`config.mk`:
```
export PLATFORM = sky130hd
export DESIGN_NAME = ps2_host_tx_ctrl
export DESIGN_NICKNAME = d
export VERILOG_FILES = /design/src/rtl/ps2_host_tx_ctrl.sv
export SDC_FILE = /design/constraint.sdc
export NUM_CORES = 1
export LEC_CHECK = 0
export CAP_MARGIN = 20
export CORE_ASPECT_RATIO = 0.7
export CORE_MARGIN = 8
export CORE_UTILIZATION = 52
export CTS_BUF_LIST = sky130_fd_sc_hd__clkbuf_16
export CTS_CLUSTER_DIAMETER = 30
export CTS_CLUSTER_SIZE = 25
export DETAILED_ROUTE_END_ITERATION = 10
export PLACE_DENSITY = 0.73
export SYNTH_ARGS = -nofsm -noshare
export SYNTH_HDL_FRONTEND = slang
export SYNTH_SLANG_ARGS = --single-unit
```
`constraint.sdc`:
```
create_clock -name clk -period 4.3 [get_ports clk]
set_input_delay 0.86 -clock clk [delete_from_list [all_inputs] [get_ports clk]]
set_output_delay 0.86 -clock clk [all_outputs]
set_load 0.02 [all_outputs]
```
`src/rtl/ps2_host_tx_ctrl.sv`:
```
// PS/2 host-to-device command transmitter: clock inhibit, request-to-send, 11-bit
// frame clocked by the device, ack check and 0xFA/0xFE response handling with resends.
module ps2_host_tx_ctrl #(
  parameter int INHIBIT_CYC = 10000,
  parameter int TIMEOUT_CYC = 2000000,
  parameter int MAX_RETRY   = 3
) (
  input  logic       clk,
  input  logic       rst,
  input  logic       cmd_valid,
  input  logic [7:0] cmd_byte,
  output logic       cmd_ready,
  input  logic       ps2_clk_in,
  input  logic       ps2_data_in,
  output logic       ps2_clk_oe,
  output logic       ps2_data_oe,
  input  logic [7:0] rx_byte,
  input  logic       rx_valid,
  output logic       rx_en,
  output logic       busy,
  output logic       done,
  output logic       err,
  output logic [1:0] err_code
);

  localparam int INH_W = $clog2(INHIBIT_CYC + 1);
  localparam int WD_W  = $clog2(TIMEOUT_CYC + 1);
  localparam int RTY_W = $clog2(MAX_RETRY + 2);
  localparam logic [INH_W-1:0] INH_LAST = INH_W'(INHIBIT_CYC - 1);
  localparam logic [WD_W-1:0]  WD_LAST  = WD_W'(TIMEOUT_CYC - 1);
  localparam logic [RTY_W-1:0] RTY_MAX  = RTY_W'(MAX_RETRY);

  localparam logic [1:0] CODE_OK      = 2'b00;
  localparam logic [1:0] CODE_TIMEOUT = 2'b01;
  localparam logic [1:0] CODE_NACK    = 2'b10;
  localparam logic [1:0] CODE_RETRY   = 2'b11;

  typedef enum logic [2:0] {IDLE, INHIBIT, START, SEND, ACK, RESP, FIN} state_t;
  state_t state, state_next;

  logic [2:0]       clk_sync;   // [1:0] synchroniser, [2] previous synced level
  logic [1:0]       data_sync;
  logic             fe;
  logic [INH_W-1:0] inh_cnt;
  logic [WD_W-1:0]  wd_cnt;
  logic             wd_hit;
  logic [3:0]       bit_cnt;
  logic [RTY_W-1:0] retry_cnt;
  logic [7:0]       tx_byte;
  logic             data_drive;
  logic             ack_bit;
  logic             fail;
  logic             accept;
  logic             resend;
  logic             set_fail;
  logic [1:0]       fail_code;

  assign fe     = clk_sync[2] & ~clk_sync[1];
  assign wd_hit = (wd_cnt == WD_LAST);

  // NOTE: sequential state is updated with non-blocking assignments only.
  always_ff @(posedge clk or posedge rst) begin
    if (rst) state <= IDLE;
    else     state <= state_next;
  end

  // NOTE: every signal written here gets a default first, so no path infers a latch.
  always_comb begin
    state_next  = state;
    cmd_ready   = 1'b0;
    busy        = 1'b1;
    rx_en       = 1'b1;
    ps2_clk_oe  = 1'b0;
    ps2_data_oe = 1'b0;
    done        = 1'b0;
    err         = 1'b0;
    accept      = 1'b0;
    resend      = 1'b0;
    set_fail    = 1'b0;
    fail_code   = CODE_OK;
    unique case (state)
      IDLE: begin
        cmd_ready = 1'b1;
        busy      = 1'b0;
        if (cmd_valid) begin
          accept     = 1'b1;
          state_next = INHIBIT;
        end
      end
      INHIBIT: begin
        rx_en      = 1'b0;
        ps2_clk_oe = 1'b1;
        if (inh_cnt == INH_LAST) state_next = START;
      end
      START: begin
        rx_en       = 1'b0;
        ps2_clk_oe  = 1'b1;
        ps2_data_oe = 1'b1;
        if (wd_hit) begin
          set_fail   = 1'b1;
          fail_code  = CODE_TIMEOUT;
          state_next = FIN;
        end else begin
          state_next = SEND;
        end
      end
      SEND: begin
        rx_en       = 1'b0;
        ps2_data_oe = data_drive;
        if (fe && bit_cnt == 4'd10) begin
          state_next = ACK;
        end else if (wd_hit) begin
          set_fail   = 1'b1;
          fail_code  = CODE_TIMEOUT;
          state_next = FIN;
        end
      end
      ACK: begin
        if (ack_bit) begin
          set_fail   = 1'b1;
          fail_code  = CODE_NACK;
          state_next = FIN;
        end else begin
          state_next = RESP;
        end
      end
      RESP: begin
        if (rx_valid && rx_byte == 8'hFA) begin
          state_next = FIN;
        end else if (rx_valid && rx_byte == 8'hFE) begin
          if (retry_cnt == RTY_MAX) begin
            set_fail   = 1'b1;
            fail_code  = CODE_RETRY;
            state_next = FIN;
          end else begin
            resend     = 1'b1;
            state_next = INHIBIT;
          end
        end else if (wd_hit) begin
          set_fail   = 1'b1;
          fail_code  = CODE_TIMEOUT;
          state_next = FIN;
        end
      end
      FIN: begin
        done       = ~fail;
        err        = fail;
        state_next = IDLE;
      end
      default: state_next = IDLE;
    endcase
  end

  // Both lines idle high, so the synchronisers reset to 1 to avoid a false edge.
  always_ff @(posedge clk or posedge rst) begin
    if (rst) begin
      clk_sync  <= 3'b111;
      data_sync <= 2'b11;
    end else begin
      clk_sync  <= {clk_sync[1:0], ps2_clk_in};
      data_sync <= {data_sync[0], ps2_data_in};
    end
  end

  always_ff @(posedge clk or posedge rst) begin
    if (rst) begin
      inh_cnt <= '0;
      wd_cnt  <= '0;
    end else begin
      inh_cnt <= (state == INHIBIT && state_next == INHIBIT) ? inh_cnt + INH_W'(1) : '0;
      if (state_next != state || fe) wd_cnt <= '0;
      else if (!wd_hit)              wd_cnt <= wd_cnt + WD_W'(1);
    end
  end

  always_ff @(posedge clk or posedge rst) begin
    if (rst) begin
      tx_byte    <= '0;
      retry_cnt  <= '0;
      bit_cnt    <= '0;
      data_drive <= 1'b0;
      ack_bit    <= 1'b1;
      fail       <= 1'b0;
      err_code   <= CODE_OK;
    end else begin
      if (accept) begin
        tx_byte   <= cmd_byte;
        retry_cnt <= '0;
        fail      <= 1'b0;
        err_code  <= CODE_OK;
      end
      if (resend) retry_cnt <= retry_cnt + RTY_W'(1);
      if (set_fail) begin
        fail     <= 1'b1;
        err_code <= fail_code;
      end
      if (state == START) begin
        bit_cnt    <= '0;
        data_drive <= 1'b1;           // start bit stays on the line until the first fe
      end else if (state == SEND && fe) begin
        bit_cnt <= bit_cnt + 4'd1;
        if (bit_cnt < 4'd8)       data_drive <= ~tx_byte[bit_cnt[2:0]];
        else if (bit_cnt == 4'd8) data_drive <= ^tx_byte;  // odd parity bit is ~^byte; oe is its inverse
        else                      data_drive <= 1'b0;
        if (bit_cnt == 4'd10) ack_bit <= data_sync[1];
      end
    end
  end

endmodule

```
* After elaboration in Yosys (flattened, before gate mapping) *
Index checks and enable logic that the tools add are counted.

storage, ports and cells
  output and inout port bits = 9
  word-level logic and storage cells = 107
  register bits = 63

operators by class
  $lt $le $gt $ge = 2
  add/sub/neg operators = 4
  bitwise gates (word level) = 5
  reductions and logical operators = 14
  equality and inequality tests = 16
  mux-type cells = 54

operators with widths
  kind                   count
  $mux 21                2
  $mux 3                 10
  $mux 1                 27
  $add 21x1->21 const B  1
  $eq 21x21->1 const B   1
  $pmux 3 s6             1
  $eq 8x8->1 const B     2
  $add 14x1->14 const B  1
  $eq 14x14->1 const B   1
  $mux 14                1
  $mux 2                 7
  $eq 3x2->1 const B     3
  $eq 3x3->1 const B     3
  $eq 4x4->1 const B     2
  $mux 4                 2
  $pmux 2 s4             1
  $reduce_xor 8->1       1
  $eq 3x1->1 const B     2
  $reduce_bool 2->1      3
  $logic_and 1x1->1      5
  $add 4x1->4 const B    1
  $lt 3x4->1 const B     1
  $lt 4x4->1 const B     1
  $not 1->1              4
  12 further kinds       12

* Logic depth before layout (Yosys ltp) *
  word-level depth = 8
  gate-level depth with buffers = 9
  gate-level depth less buffers = 8

* Worst setup path after synthesis *
No wires, ideal clock.

  path type = register -> output
  start = register state[2]
  end = output port ps2_data_oe
  cell stages (with the launch flop) = 7
  setup slack = 2118 ps
  arrival time = 1322 ps
  required time = 3440 ps
  cell sequence = dfrtp_1 > buf_2 > inv_1 > clkbuf_8 > nand2_1 > clkbuf_1 > nor2_1

between the ends
  word-level cells in the longest chain between the ends = 2

RTL lines
  item                    line  RTL
  start, declared         39    state_t state, state_next;
  start signal, assigned  64    else state <= state_next;
  $eq 3x2->1              81    unique case (state)
  $pmux 1 s2 *            81
  end, declared           16    output logic ps2_data_oe,

Mark *: on every way between the ends. The rest lies on a longest branch, timed or not.

* Worst setup path after layout *
Same ends and word-level chain as after synthesis.

==> impl_metrics.py <==
metrics = {
    "outcome": {
        "outcome": "completed",
    },
    "sta": {
        "fin_hold_ws_ns": 0.355,
        "worst_slew_pin_slew_ns": 0.879,
        "maxSlewViolCount": 0,
        "fin_worst_skew_ns": 0.00635,
        "fin_tns_setup_ns": 0,
        "min_period_over_period": 0.738,
        "grt_setup_unrepaired": "false",
        "max_freq_mhz": 315,
        "finalCriticalPeriod_ns": 3.18,
        "finalSetupViolations": 0,
        "maxSlewHeadroom": 0.409,
        "finalHoldViolCount": 0,
    },
    "grt": {
        "antenna_found_initial": 0,
        "grt_max_degree": 40,
        "grt_pass1_wl_um": 12400,
        "gr-usage-all-layers": 0.161,
        "first_global_vias": 2539,
        "overflow": 0,
    },
    "clock_tree": {
        "cts_resized": 0,
        "cts_made_buffers": 9,
        "post_cts_buffers": 0,
        "path_clk_slew_ns": 0.06,
        "clock_latency_ns": 0.33,
        "clock-sinks": 63,
        "htreeDepth": 3,
        "cts_tree": "done",
        "cts.hold.buffers_added": 0,
        "ctsRootBufferMaster": "clkbuf_16",
        "clock_path_buffers": 2,
    },
    "logic_synthesis": {
        "ys.warnings.count": 0,
        "synth_area_leaders": "dfrtp_1 (41%), xnor2_1 (6.6%), nor2_1 (6.0%)",
        "synth_edf_count": 0,
        "ys_seq_area_frac": 0.460,
        "synth_top_cell_by_area": "dfrtp_1",
        "mappedNetlistNets": 385,
        "synth.top_cell.area_share": 0.414,
        "syn_inst": 354,
        "ys.flop_type": "dfrtp_1",
        "yosys-top-cells-count": "dfrtp_1 (57), nor2_1 (55), xnor2_1 (26), nand2_1 (22), nand3_1 (20)",
        "synth.distinct_cells": 49,
        "yosys.cell_count.top_type": "dfrtp_1",
        "async_flop_share": 1.00,
        "synth_area_um2": 3450,
        "synth_area_per_cell_um2": 9.73,
        "ys_seq_elements": 63,
    },
    "cells_and_area": {
        "antennaDiodeCount": 0,
        "final_net_count": 414,
        "drive_gt1_frac": 0.113,
        "area_growth_pct": 18.1,
        "utilization": 0.645,
    },
    "placement": {
        "hpwl_um": 5140,
        "numPortBuffers": 30,
        "place.gp.congestion": 0.865,
    },
    "detailed_routing": {
        "dr.pass1.iters": 4,
        "routedWlPerCell_um": 15.5,
        "drc_errors": 0,
        "drtIter0Drc": 221,
        "via_per_inst": 5.69,
        "routed_wirelength_um": 7200,
        "antenna_left": 0,
        "num_vias": 2652,
    },
    "pwr": {
        "p_sw_uw": 435,
        "combPwrFrac": 0.150,
        "pwr-share-clk": 0.435,
        "p_seq_frac": 0.416,
        "switching_share": 0.250,
        "power.ir.vdd_worst_uv": 217,
        "cellPowerDensity_nw_per_um2": 428,
        "total_leakage_power_nw": 1.74,
        "power_mw": 1.74,
        "internal_power_mw": 1.31,
    },
    "setup_path": {
        "critPathLaunchType": "flip-flop",
        "cp_slowest_stage_delay_ns": 0.62,
        "ff2ff_setup_slack_ns": 1.82,
        "crit_path_end_kind": "output port",
        "criticalPathCategory": "flip-flop to output port",
        "critPathMaxFanout": 12,
        "crit_required_ns": 3.44,
        "slowest_stage": "clkdlybuf4s50_1",
        "path_cells": "inv_1 -> nand2_1 -> nor2_1 -> clkdlybuf4s50_1",
        "crit_arrival_ns": 2.32,
    },
    "floorplanning": {
        "io_pins": 31,
        "die_area_um2": 9530,
        "row_count": 24,
        "start_util": 0.546,
        "fp.dieW_um": 113,
        "fp.dieH_um": 84.1,
        "core_area_um2": 6310,
    },
    "worst_hold_path": {
        "hold_path_class": "flip-flop to flip-flop",
    },
    "flow_run": {
        "maxCapViolCount": 0,
    },
}
## worst max-delay path: cells and delay by family, from the launching register on
| kind | cells | cell delay (ns) |
|---|---|---|
| buffers and inverters | 2 | 0.97 |
| flip-flops | 1 | 0.50 |
| AND/OR/NAND/NOR | 2 | 0.52 |
## per-layer routing
layer | global-route usage | vias to the layer above | wire length, um | share of wire
met5 | 0 | - | 0 | 0
met4 | 0.0590 | 0 | 114 | 0.016
met3 | 0.0650 | 14 | 615 | 0.085
met2 | 0.212 | 100 | 2870 | 0.40
met1 | 0.229 | 1253 | 3600 | 0.50
li1 | - | 1285 | - | -
## cell usage in the layout, fill, tap and decap left out, drive strengths merged, types with 3 or more instances in the layout
master	Yosys	final
inv	15	15
nor4	3	3
nand3	21	21
nand4	11	11
or3	3	3
o22ai	3	3
nand2b	4	4
clkbuf	4	9
nand2	22	22
mux2	10	10
clkdlybuf4s50	0	30
nor2	55	55
clkinv	0	3
ha	9	9
nor3	13	13
a21oi	15	15
xor2	12	12
o21ai	13	13
dfstp	6	6
nor2b	7	7
xnor2	26	26
and3	11	11
dfrtp	57	57
## logic make-up after synthesis
| family | count (synthesis) | share of synthesized area |
|---|---|---|
| AND/OR/NAND/NOR | 162 | 0.248 |
| multiplexers | 13 | 0.0487 |
| buffers and inverters | 28 | 0.0436 |
| AO/OA/AOI/OAI | 41 | 0.0712 |
| adder cells (fa/ha/maj) | 9 | 0.0327 |
| flip-flops | 63 | 0.460 |
| XOR/XNOR | 38 | 0.0966 |
## power by group through the flow
stage               sequential (mW)  combinational [mW]  clock [mW]
floorplan                     0.711               0.214           0
global placement              0.726               0.257           0
detailed placement            0.731               0.265           0
CTS                           0.722               0.265       0.771
global route                  0.732               0.292       0.790
finish                        0.723               0.261       0.756
## stage by stage
stage / worst slack, ns / std cells / cell area [um^2]
2_1_floorplan: 1.88 / 354 / 3450
3_3_place_gp: 1.36 / 450 / 3760
3_5_place_dp: 1.28 / 450 / 3760
4_1_cts: 1.14 / 466 / 4070
5_1_grt: 0.978 / 466 / 4070
6_report: 1.12 / 466 / 4070
## cell type report
cell class                      instances  area, um^2
Multi-Input combinational cell        263        1710
Sequential cell                        63        1580
Fill cell                             505        2240
Inverter                               15        56.3
Tap cell                               78        97.6
Clock inverter                          7        87.6
Clock buffer                            9         225
Timing Repair Buffer                   31         308
## path summary, 6_finish.rpt
kind / from / endpoint / depth (start not counted)
worst max-delay path: state[2] / ps2_data_oe / 4
worst min-delay path: clk_sync[0] / clk_sync[1] / 0
worst max register to register: wd_cnt[0] / wd_cnt[3] / 6
worst min register to register: clk_sync[0] / clk_sync[1] / 0
max in group asynchronous: rst / inh_cnt[4] / 3
min in group asynchronous: rst / retry_cnt[1] / 2
## registers in the layout, indices dropped and copies added (netlist names)
register / count
wd_cnt: 21
inh_cnt: 14
tx_byte: 8
bit_cnt: 4
clk_sync: 3
retry_cnt: 3
state: 3
data_sync: 2
err_code: 2
ack_bit: 1
data_drive: 1
fail: 1
Note: power is estimated with default switching activity, not from simulation.
